[config.mk]
export PLATFORM = sky130hd
export DESIGN_NAME = mem_arbiter
export DESIGN_NICKNAME = d
export VERILOG_FILES = /design/src/rtl/brisc_pkg.sv /design/src/rtl/mem_arbiter_rr_pick2.sv /design/src/rtl/mem_arbiter.sv
export SDC_FILE = /design/constraint.sdc
export NUM_CORES = 1
export LEC_CHECK = 0
export ABC_CLOCK_PERIOD_IN_PS = 1950
export BUFFER_PORTS_ARGS = -buffer_cell sky130_fd_sc_hd__buf_2
export CAP_MARGIN = 20
export CELL_PAD_IN_SITES_DETAIL_PLACEMENT = 0
export CELL_PAD_IN_SITES_GLOBAL_PLACEMENT = 2
export CORE_AREA = 2 2 454 456
export DETAILED_ROUTE_END_ITERATION = 16
export DIE_AREA = 0 0 456 458
export HOLD_SLACK_MARGIN = 0.05
export PLACE_DENSITY = 0.43
export SLEW_MARGIN = 20
export SYNTH_ARGS = -nofsm -noshare
export SYNTH_HDL_FRONTEND = slang
export SYNTH_SLANG_ARGS = --single-unit
[constraint.sdc]
create_clock -name clk -period 1.95 [get_ports clk]
set_input_delay 0.39 -clock clk [delete_from_list [all_inputs] [get_ports clk]]
set_output_delay 0.39 -clock clk [all_outputs]
set_load 0.005 [all_outputs]
[src/rtl/brisc_pkg.sv]
// rtl/brisc_pkg.sv - shared core constants and memory-arbiter types
package brisc_pkg;

  localparam int ADDRESS_BITS           = 32;
  localparam int CACHE_LINE_OFFSET_BITS = 6;
  localparam int TAG_BITS               = ADDRESS_BITS - CACHE_LINE_OFFSET_BITS;
  localparam int REG_LEN                = 32;
  localparam int CACHE_LINE_LEN         = 512;

  // Memory command encoding follows the cache convention: 1 = load.
  localparam logic MEM_LOAD  = 1'b1;
  localparam logic MEM_STORE = 1'b0;

  typedef enum logic [1:0] {IDLE, BUSY_I, BUSY_D, RESP} arb_state_e;
  typedef enum logic {OWN_I, OWN_D} owner_e;

endpackage

[src/rtl/mem_arbiter_rr_pick2.sv]
// rtl/mem_arbiter_rr_pick2.sv - combinational 2-way round-robin selector
module rr_pick2 (
  input  logic [1:0] req,
  input  logic       last,
  output logic [1:0] gnt
);

  // On a tie the requester that did not win last time is favoured.
  always_comb begin
    gnt = 2'b00;
    case (req)
      2'b01:   gnt = 2'b01;
      2'b10:   gnt = 2'b10;
      2'b11:   gnt = last ? 2'b01 : 2'b10;
      default: gnt = 2'b00;
    endcase
  end

endmodule

[src/rtl/mem_arbiter.sv]
// rtl/mem_arbiter.sv - shares the main-memory port between the I and D caches
import brisc_pkg::*;

module mem_arbiter #(
  parameter int ADDR_W = TAG_BITS,
  parameter int DATA_W = REG_LEN,
  parameter int LINE_W = CACHE_LINE_LEN
) (
  input  logic              clk,
  input  logic              rst_n,
  input  logic              i_req,
  input  logic [ADDR_W-1:0] i_addr,
  output logic              i_grant,
  output logic              i_resp,
  input  logic              d_req,
  input  logic              d_store,
  input  logic [ADDR_W-1:0] d_addr,
  input  logic [DATA_W-1:0] d_wdata,
  output logic              d_grant,
  output logic              d_resp,
  output logic [LINE_W-1:0] fill_out,
  output logic              mem_req,
  output logic              mem_instr,
  output logic [ADDR_W-1:0] mem_addr,
  output logic [DATA_W-1:0] mem_wdata,
  input  logic              mem_resp,
  input  logic [LINE_W-1:0] mem_fill
);

  arb_state_e state;
  owner_e     last_owner;
  logic [1:0] gnt;

  // Index 0 is the I cache, index 1 the D cache.
  rr_pick2 u_pick (
    .req  ({d_req, i_req}),
    .last (last_owner == OWN_D),
    .gnt  (gnt)
  );

  always_ff @(posedge clk) begin
    if (!rst_n) begin
      state      <= IDLE;
      last_owner <= OWN_I;
      i_grant    <= 1'b0;
      d_grant    <= 1'b0;
      mem_instr  <= MEM_LOAD;
      mem_addr   <= '0;
      mem_wdata  <= '0;
      fill_out   <= '0;
    end else begin
      i_grant <= 1'b0;
      d_grant <= 1'b0;
      case (state)
        IDLE: begin
          if (gnt[1]) begin
            state      <= BUSY_D;
            last_owner <= OWN_D;
            d_grant    <= 1'b1;
            mem_addr   <= d_addr;
            mem_wdata  <= d_wdata;
            mem_instr  <= d_store ? MEM_STORE : MEM_LOAD;
          end else if (gnt[0]) begin
            state      <= BUSY_I;
            last_owner <= OWN_I;
            i_grant    <= 1'b1;
            mem_addr   <= i_addr;
            mem_instr  <= MEM_LOAD;
          end
        end
        BUSY_I, BUSY_D: begin
          if (mem_resp) begin
            // A store leaves the last fill line in place.
            if (mem_instr == MEM_LOAD) begin
              fill_out <= mem_fill;
            end
            state <= RESP;
          end
        end
        RESP:    state <= IDLE;
        default: state <= IDLE;
      endcase
    end
  end

  assign mem_req = (state == BUSY_I) || (state == BUSY_D);
  assign i_resp  = (state == RESP) && (last_owner == OWN_I);
  assign d_resp  = (state == RESP) && (last_owner == OWN_D);

endmodule

==> After elaboration in Yosys (flattened, before gate mapping) <==
Index checks and enable logic that the tools add are counted.
{ "classes": {"bitwise": 3, "n_eq_ne": 8, "n_reduce_logical": 12, "n_mux": 15} }
{ "op_table": {"columns": ["cell", "count"], "rows": [
  ["2-to-1 mux 26 bit", 2],
  ["case mux 2 bit (3 select lines)", 2],
  ["== test 2 bit, second input constant", 4],
  ["2-to-1 mux 2 bit", 4],
  ["AND reduction 2 bit", 4],
  ["2-to-1 mux 1 bit", 7],
  ["== test 2 x 1 -> 1 bit, second input constant", 2],
  ["!= test 3 bit, second input constant", 1],
  ["inverter 1 bit", 3],
  ["AND reduction 3 bit", 1],
  ["OR reduction 3 bit", 1],
  ["logical AND 1 bit", 2],
  ["logical NOT 2 bit", 1],
  ["!= test 2 bit, second input constant", 1],
  ["nonzero test 2 bit", 1],
  ["OR reduction 2 bit", 1],
  ["logical OR 1 bit", 1]
]} }
{ "totals": {"wordCells": 46, "input_bits": 602, "reg_bits": 576} }

==> Longest topological paths before layout <==
Gate-level depths: netlist of run 1.
{ "depth": {"ltp_word": 5, "depth_mapped": 8} }

==> By module <==
Synthesis of run 1 repeated with hierarchy kept, for this count alone.
{ "unflattened": {"hier_cells": 2510, "hier_area_um2": 20360.8} }
{ "by_module_without_submodules": {"columns": ["module", "instances", "seq_area_each_um2", "cells_per_inst", "area_each_um2"], "rows": [
  ["mem_arbiter", 1, 11531.1, 2507, 20342.0],
  ["rr_pick2", 1, 0.0, 3, 18.8]
]} }

==> Least setup slack after synthesis of run 1 <==
Ideal clock, no wire load.
{ "synth_path": {"path_type": "register to register", "start": "register state[0]", "end": "register fill_out[394]", "n_path_buf": 3, "setup_time_ns": 0.132, "setup_slack_ns": 0.345, "t_arrival_ns": 1.473, "synth_period_minus_slack_ns": 1.605, "stages_incl_launch_ff": 9, "t_required_ns": 1.818, "path_cell_list": "dfxtp_1 > inv_1 > ha_1 > and3_1 > buf_4 > buf_4 > buf_4 > nand2_1 > a21oi_1"} }
{ "synth_between": {"elab_chain_cells": 3, "word_cells_on_any_way": 4, "cone_classes": "eq/ne (2); reduce/logical (2)"} }
{ "synth_rtl": {"columns": ["item", "line_no", "rtl"], "rows": [
  ["start: declaration", "mem_arbiter.sv:30", "arb_state_e state;"],
  ["start signal: assignment", "mem_arbiter.sv:43", "state <= IDLE;"],
  ["start signal: assignment", "mem_arbiter.sv:57", "state <= BUSY_D;"],
  ["start signal: assignment", "mem_arbiter.sv:64", "state <= BUSY_I;"],
  ["== test 2 x 1 -> 1 bit / == test 2 bit (equally long branches)", "mem_arbiter.sv:54", "case (state)"],
  ["OR reduction 2 bit (*)", "mem_arbiter.sv:54", null],
  ["AND reduction 3 bit (no line) (*)", null, null],
  ["end signal: assignment", "mem_arbiter.sv:75", "fill_out <= mem_fill;"],
  ["end: declaration", "mem_arbiter.sv:21", "output logic [LINE_W-1:0] fill_out,"]
]} }
Mark *: on every way between the ends. The rest lies on a longest branch, timed or not.
A chain may end at the register's enable or synchronous reset.

==> Worst setup path after layout of run 1 <==
{ "layout_path": {"start": "register state[0]", "end": "output port mem_req"} }
{ "layout_between": {"elab_chain_cells": 2, "word_cells_on_any_way": 3, "cone_classes": "eq/ne (2); reduce/logical (1)"} }
{ "layout_rtl": {"columns": ["item", "line_no", "rtl"], "rows": [
  ["== test 2 x 1 -> 1 bit / == test 2 bit (equally long branches)", "mem_arbiter.sv:86", "assign mem_req = (state == BUSY_I) || (state == BUSY_D);"],
  ["logical OR 1 bit (*)", "mem_arbiter.sv:86", null],
  ["end: declaration", "mem_arbiter.sv:22", "output logic mem_req,"]
]} }
Marked as above.

==> results by group, run 1 <==
Detailed routing
  – DR pass1 iterations: 5
  – Drt initial violations: between 900 and 1000
  – Routed vias: roughly 24000
  – Post-Route WL: around 150000 um
  – DRC errors left: 0
  – Drt wl/cell: 20.43 um
  – Post-route ant nets: 0
  – Routed vias/inst: roughly 3.4

Cells and area
  – Fraction of layout cells with a size suffix above 1: 32.60%
  – Final Cell Area: 38720 um2
  – Most common cell after layout, fill and taps aside: buf_2
  – Most frequent cells in the layout: buf_2, nand2_1, dlygate4sd3_1
  – Final nets: approximately 4900
  – Area grow syn2layout: 90.10%

Min path
  – Hold path start: mem_fill[511]
  – Worst min path class: primary input to flip-flop

Placed design
  – Gp weighted congestion: around 0.84
  – DP Area: between 20000 and 30000 um2
  – DP HPWL: 115300 um
  – Buffers on Ports: approximately 1200

Flow run
  – Max-cap violations: 0

Setup path
  – Crit path cell chain: inv_2, ha_4, buf_6, buf_6
  – Critical path launch point type: flip-flop
  – CP required: between 1.5 and 2 ns
  – Most frequent cell on the critical path: buf_6
  – WS Path Type: flip-flop to primary output
  – R2r startpoint: state[0]
  – Worst path slowest cell: dfxtp_2
  – Max stage delay on crit path: around 0.34 ns
  – CP Buf/Inv Count: 3
  – CP Max Fanout: 3
  – CP startpoint: state[0]
  – Delay-heaviest family, CP: flip-flops
  – Crit. End Element: primary output
  – Worst EP arrival: 1.57 ns

Die
  – Width of the die: about 460 um
  – Die area: between 200000 and 250000 um2
  – Rows: around 170
  – Initial Util: between 9 and 10%
  – Core box area: 203800 um2
  – Die Y: about 460 um
  – # IOs: roughly 1200

Global routing
  – GR Overflow Total: 0
  – First-pass GRT wire length: 198800 um
  – Vias in the first global route: around 25000
  – Met1 Resource Use GR: about 15%
  – GRT Overall Usage: 13.32%
  – Initial antenna violation count: 43
  – Pin count of the biggest net entering global routing: 71
  – M2 GR Usage: 24.58%
  – Busiest layer in global routing: met2
  – Met3 GRT Util: 3.616%

Power and ir drop
  – Max VDD drop: 0.0006422 V
  – Pwr/cell area: roughly 1300 nW/um2
  – P_leak: approximately 0.017 uW

CTS
  – Maximum clock path buffer count: 3
  – Clk slew on worst S/H paths: around 0.060 ns
  – CTS root buf: clkbuf_16
  – Sink Count: ~580
  – Later-pin clock latency in the skew report: approximately 0.7 ns
  – CTS tree: built
  – Total CTS buffers: between 80 and 90
  – CTS HTree Levels: 3

Synthesis
  – Synth area leader: dfxtp_1
  – Syn Inst Count: around 2600
  – Netlist Area Pre-Place: roughly 20000 um2
  – Largest cells by area after synthesis: dfxtp_1, nand2_1, a21oi_1
  – #FFs+latches synth: ~580
  – Syn. warnings: 0
  – Syn_nets: 3155
  – Syn avg cell area: approximately 8.0 um2
  – Top cell type's share of synthesized area: ~57%
  – Post-synthesis cell type count: 29
  – Sequential share of the synthesized area: 56.61%

Timing
  – WHS: approximately 0.13 ns
  – Slew Viols, Final: 0
  – Final setup fails: 1
  – Slew @ Worst Pin: roughly 0.61 ns
  – Fmax: 510.1 MHz
  – Final worst-path cycle share: 100.5%
  – Final worst setup slack: -0.01036 ns
  – Final Critical Period: a little under 2 ns
  – Clock Skew: ~0.028 ns
  – Relative slew slack: 59.33%
  – RSZ-0062 raised after global routing: true
  – Hold Vio Cnt, Final: 0

Status
  – Outcome: finished, violations left
  – Failing checks: negative setup slack
## where the power goes
group | switching (uW) | internal (uW) | total [uW] | leakage, uW
Clock | 6350 | 8520 | 14900 | 0.00124
Sequential | 1460 | 14400 | 15900 | 0.00470
Combinational | 10800 | 7410 | 18200 | 0.0108
Total | 18600 | 30300 | 49000 | 0.0167
## cell usage after synthesis (all sizes together)
cell type	instances
a211oi	1
nor2b	2
nor2	4
nand3	34
and3	2
mux2i	1
inv	4
and2	3
a21bo	1
o21a	2
a2111o	1
nor3	1
ha	3
nor3b	1
a21oi	546
a31oi	26
dfxtp	576
a21boi	1
o21ai	60
buf	127
nand2	1078
a311oi	1
clkbuf	75
## cell families after synthesis
logic type / count (synthesis) / synth area share [%]
AND/OR/NAND/NOR: 1125 / 21.05
AO/OA/AOI/OAI: 639 / 16.04
flip-flops: 576 / 56.61
buffers and inverters: 206 / 6.069
adder cells (fa/ha/maj): 3 / 0.1843
multiplexers: 1 / 0.04914
## final timing paths
| check | to | slack, ns | cells after the start |
|---|---|---|---|
| max reg2reg | mem_addr[1] | 0.08 | 7 |
| max | mem_req | -0.01 | 4 |
| min | fill_out[511] | 0.13 | 4 |
| min reg2reg | fill_out[120] | 0.45 | 2 |
## routing by layer
metal / routed length (um) / share of wire [%] / vias up
met4: 2809 / 1.9 / 16
met1: 57860 / 40 / 11367
met5: 88 / 0.061 / -
met2: 75320 / 52 / 745
met3: 8913 / 6.1 / 162
li1: - / - / 11899
## state kept, by name, summed over array words and instances (netlist names)
register and flops:
fill_out 512, mem_wdata 32, mem_addr 26, state 2, d_grant 1, i_grant 1, last_owner 1, mem_instr 1
## area by class of cell
class	count	area, um2
Fill cell	23418	165000
Tap cell	2688	3363
Sequential cell	576	11540
Antenna cell	19	47.55
Clock inverter	22	264.0
Timing Repair Buffer	1904	13540
Inverter	4	22.52
Multi-Input combinational cell	1768	7640
Clock buffer	118	2308
## per-stage QoR
stage / setup TNS [ns] / total power, uW / instances / worst slack (ns) / util [%]
floorplan: 0 / 23900 / 2550 / 0.3450 / -
global placement: 0 / 33230 / 6332 / 0.07172 / 14.69
detailed placement: 0 / 33270 / 6332 / 0.06179 / 14.69
CTS: -0.2337 / 50200 / 7074 / -0.1142 / 18.92
global route: -0.2312 / 52410 / 7098 / -0.1009 / 19.00
finish: -0.01036 / 48950 / 7099 / -0.01036 / 19.01
## worst reg2reg max path: cells and delay by family, from the launching register on
kind,cells,cell delay [ns]
AOI/OAI and AO/OA,2,0.31
adders and majority gates,1,0.18
buffers and inverters,4,0.93
DFF,1,0.33
## what timing repair did
action / in CTS / in global routing
setup endpoints to repair: 3 / 48
hold endpoints to repair: 572 / 2
hold buffers: 599 / 2
gates resized for setup: 10 / 5
buffers inserted: 3 / 3
gates cloned: 0 / 3
pin swaps: 1 / 0
No activity file was read; power rests on OpenSTA's default activity.
==> inputs of run 2 (changes only) <==
--- a/config.mk
+++ b/config.mk
@@ -18,4 +18,5 @@
 export SLEW_MARGIN = 20
 export SYNTH_ARGS = -nofsm -noshare
 export SYNTH_HDL_FRONTEND = slang
+export SYNTH_HIERARCHICAL = 1
 export SYNTH_SLANG_ARGS = --single-unit
==> run 2 against run 1 <==
Compared with the run above:
- largest cell class unchanged
- maximum frequency increased by 1.6%
- routed wire length is 1.1% higher
- final cell count is 0.77% lower
- the run now ends clean
- critical path type unchanged
- critical path depth unchanged
- non-clock buffer count fell by 31
- clock skew up 0.0090 ns
- critical endpoint unchanged
==> results by group, run 2 <==
Synthesis
  – Syn. warnings: 6 (+6)
  – Top cell type's share of synthesized area: 56.63% (about the same)
  – Netlist Area Pre-Place: 20360 um2 (about the same)
  – EDFF count, synth: 0 (unchanged)
  – Post-Synth Adder-Cell Area: 0.1844% (about the same)
  – Synth Flop Type: dfxtp_1
  – Synth Area in Simple Gates: 20.99% (-0.065 points)
  – Synth Area in XOR/XNOR: 0% (unchanged)
  – Synth area leader: dfxtp_1
  – Post-synthesis cell type count: 26 (-10%)
  – Main combinational cell family by area after synthesis: simple AND/OR/NAND/NOR gates
  – Syn avg cell area: 8.112 um2 (+1.5%)
  – Most numerous cell in the Yosys netlist: nand2_1
  – Mux share of post-synthesis cell area: 1.278% (+1.2 points)
  – Syn_nets: 3115 (-1.3%)
  – Syn Inst Count: 2510 (-1.6%)
  – #FFs+latches synth: 576 (unchanged)
  – Top cells by instance count after synthesis: nand2_1, dfxtp_1, a21oi_1, clkbuf_1, buf_6
  – Post-synthesis compound-gate area fraction: 15.00% (-1.0 points)
  – Asr flop ratio synth: 0% (unchanged)
  – Sequential share of the synthesized area: 56.63% (about the same)
  – Largest cells by area after synthesis: dfxtp_1, nand2_1, a21oi_1

Cells and area
  – Area grow syn2layout: 88.69%
  – Non-Filler Instances: 7044 (-0.77%)
  – Most common cell after layout, fill and taps aside: buf_2
  – Number of flip-flops in the largest register: 512 (unchanged)
  – Top Registers: fill_out: 512 flops, mem_wdata: 32 flops, mem_addr: 26 flops
  – Fraction of layout cells with a size suffix above 1: 33.59% (+0.99 points)
  – Reg with most FFs: fill_out
  – Most frequent cells in the layout: buf_2, nand2_1, dfxtp_1
  – Final nets: 4883 (-1.2%)

Detailed routing
  – Post-route ant nets: 0 (unchanged)
  – Drt initial violations: 1233 (+26%)
  – Routed vias/inst: 3.379 (-0.84%)
  – DRC errors left: 0 (unchanged)
  – DR pass1 iterations: 5 (unchanged)
  – Routed vias: 23800 (-1.6%)
  – Post-Route WL: 146600 um (+1.1%)
  – Drt wl/cell: 20.81 um (+1.9%)

CTS
  – CTS tree: built
  – Maximum clock path buffer count: 3 (unchanged)
  – Clk slew on worst S/H paths: 0.05 ns (about the same)
  – Sink Count: 576 (unchanged)
  – Later-pin clock latency in the skew report: 0.71 ns (about the same)
  – CTS root buf: clkbuf_16
  – CTS HTree Levels: 3 (unchanged)
  – Total CTS buffers: 86 (+4.9%)

Timing
  – Relative slew slack: 65.18% (+5.9 points)
  – Slew Viols, Final: 0 (unchanged)
  – Slew @ Worst Pin: 0.5223 ns (-0.08651 ns)
  – Final Critical Period: 1.929 ns (-0.03169 ns)
  – WHS: 0.1208 ns (-0.005510 ns)
  – Hold Vio Cnt, Final: 0 (unchanged)
  – RSZ-0062 raised after global routing: true
  – Final worst-path cycle share: 98.91% (-1.6 points)
  – Final setup fails: 0 (-1)
  – Clock Skew: 0.03713 ns (+0.009033 ns)
  – Final worst setup slack: 0.02133 ns (+0.03169 ns)
  – Fmax: 518.5 MHz (+1.6%)

Power and ir drop
  – Final Power: 47740 uW (-2.5%)
  – Clock Power Share: 32.8% (+2.4 points)
  – P_leak: 0.01663 uW (-0.38%)
  – Sequential share of power: 32.5% (about the same)
  – Comb power frac: 34.7% (-2.5 points)
  – Switching pwr: 17770 uW (-4.5%)
  – Sw frac: 37.22% (-0.80 points)
  – Pwr/cell area: 1243 nW/um2 (-1.7%)
  – Max VDD drop: 0.0006114 V (-4.8%)
  – Internal power: 29970 uW (-1.2%)

Global routing
  – GR Overflow Total: 0 (unchanged)
  – GRT Overall Usage: 13.46% (+0.14 points)
  – First-pass GRT wire length: 197800 um (-0.48%)
  – Pin count of the biggest net entering global routing: 78 (+9.9%)
  – Initial antenna violation count: 38 (-12%)
  – Vias in the first global route: 24378 (-2.4%)

Status
  – Outcome: completed

Die
  – Initial Util: 9.993% (about the same)
  – Die Y: 458 um (unchanged)
  – Rows: 166 (unchanged)
  – Width of the die: 456 um (unchanged)
  – # IOs: 1178 (unchanged)
  – Die area: 208800 um2 (unchanged)
  – Core box area: 203800 um2 (unchanged)

Placed design
  – Dpl ws: 0.02134 ns (-0.04045 ns)
  – Placed cell count: 6313 (-0.30%)
  – Buffers on Ports: 1177 (unchanged)
  – Gp weighted congestion: 0.8816 (+5.2%)
  – DP HPWL: 117700 um (+2.1%)

Setup path
  – Delay-heaviest family, CP: flip-flops
  – CP Buf/Inv Count: 3 (unchanged)
  – Worst R2R Path Depth: 9 (+2)
  – CP required: 1.56 ns (about the same)
  – CP Max Fanout: 2 (-1)
  – Max stage delay on crit path: 0.33 ns (about the same)
  – WS Path Type: flip-flop to primary output
  – Worst EP arrival: 1.54 ns (-0.03 ns)
  – Worst path slowest cell: dfxtp_2
  – Crit. End Element: primary output
  – Critical path launch point type: flip-flop
  – Crit path depth: 4 (unchanged)
  – Crit path cell chain: inv_2, ha_4, buf_6, buf_8

Min path
  – Worst min path class: primary input to flip-flop
  – Hold Path Cell Cnt: 4 (unchanged)

Flow run
  – Max-cap violations: 0 (unchanged)
run 2: layout make-up:
| cell class | count | area (um2) |
|---|---|---|
| Multi-Input combinational cell | 1736 | 7666 |
| Clock buffer | 127 | 2496 |
| Clock inverter | 26 | 269.0 |
| Tap cell | 2688 | 3363 |
| Fill cell | 23328 | 165300 |
| Inverter | 5 | 26.28 |
| Antenna cell | 13 | 32.53 |
| Timing Repair Buffer | 1873 | 13030 |
| Sequential cell | 576 | 11530 |
run 2: repair_timing:
action | in CTS | in global routing
setup buffers | 3 | 3
gates resized for setup | 9 | 6
pin swaps | 1 | 2
endpoints found under the setup margin | 3 | 47
gates cloned | 0 | 1
endpoints found under the hold margin | 544 | 1
hold buffers | 557 | 1
run 2: stage by stage:
step	setup TNS [ns]	util (%)	area (um2)
2_1_floorplan	0	-	20360
3_3_place_gp	0	14.68	29910
3_5_place_dp	0	14.68	29910
4_1_cts	-0.2217	18.80	38300
5_1_grt	-0.2692	18.84	38400
6_report	0	18.86	38420
run 2: routing by layer:
| metal | routed length [um] | GRT usage, % |
|---|---|---|
| met2 | 71770 | 23.26 |
| met3 | 9908 | 4.455 |
| met5 | 319 | 0.3904 |
| met4 | 4392 | 4.031 |
| met1 | 60230 | 15.64 |
run 2: worst reg2reg max path, cell delays in order (launching register included):
cell and delay [ns]:
dfxtp_2 0.33, inv_2 0.05, ha_4 0.24, buf_6 0.12, buf_4 0.13, nand3_4 0.10, buf_12 0.21, buf_12 0.33
nand2_1 0.12, a21oi_1 0.14
run 2: worst paths after layout:
path,startpoint,endpoint,slack [ns]
hold / removal,mem_fill[465],fill_out[465],0.12
setup reg to reg,state[0],fill_out[226],0.11
hold reg to reg,fill_out[342],fill_out[342],0.45
setup / recovery,state[0],mem_req,0.02
run 2: power by group through the flow:
stage	registers [uW]	clock network, uW	logic, uW
floorplan	15800	0	7140
global placement	15700	0	15900
detailed placement	15800	0	15900
CTS	15500	16400	17100
global route	15800	16800	18300
finish	15500	15600	16600
run 2: cells by family (layout without fill, tap and decap cells):
kind of cell    Yosys count  in the layout
simple gates           1128           1128
compound gates          579            579
flops                   576            576
buf+inv                 198           2031
mux                      26             26
fa+ha+maj                 3              3
other cells               0             13
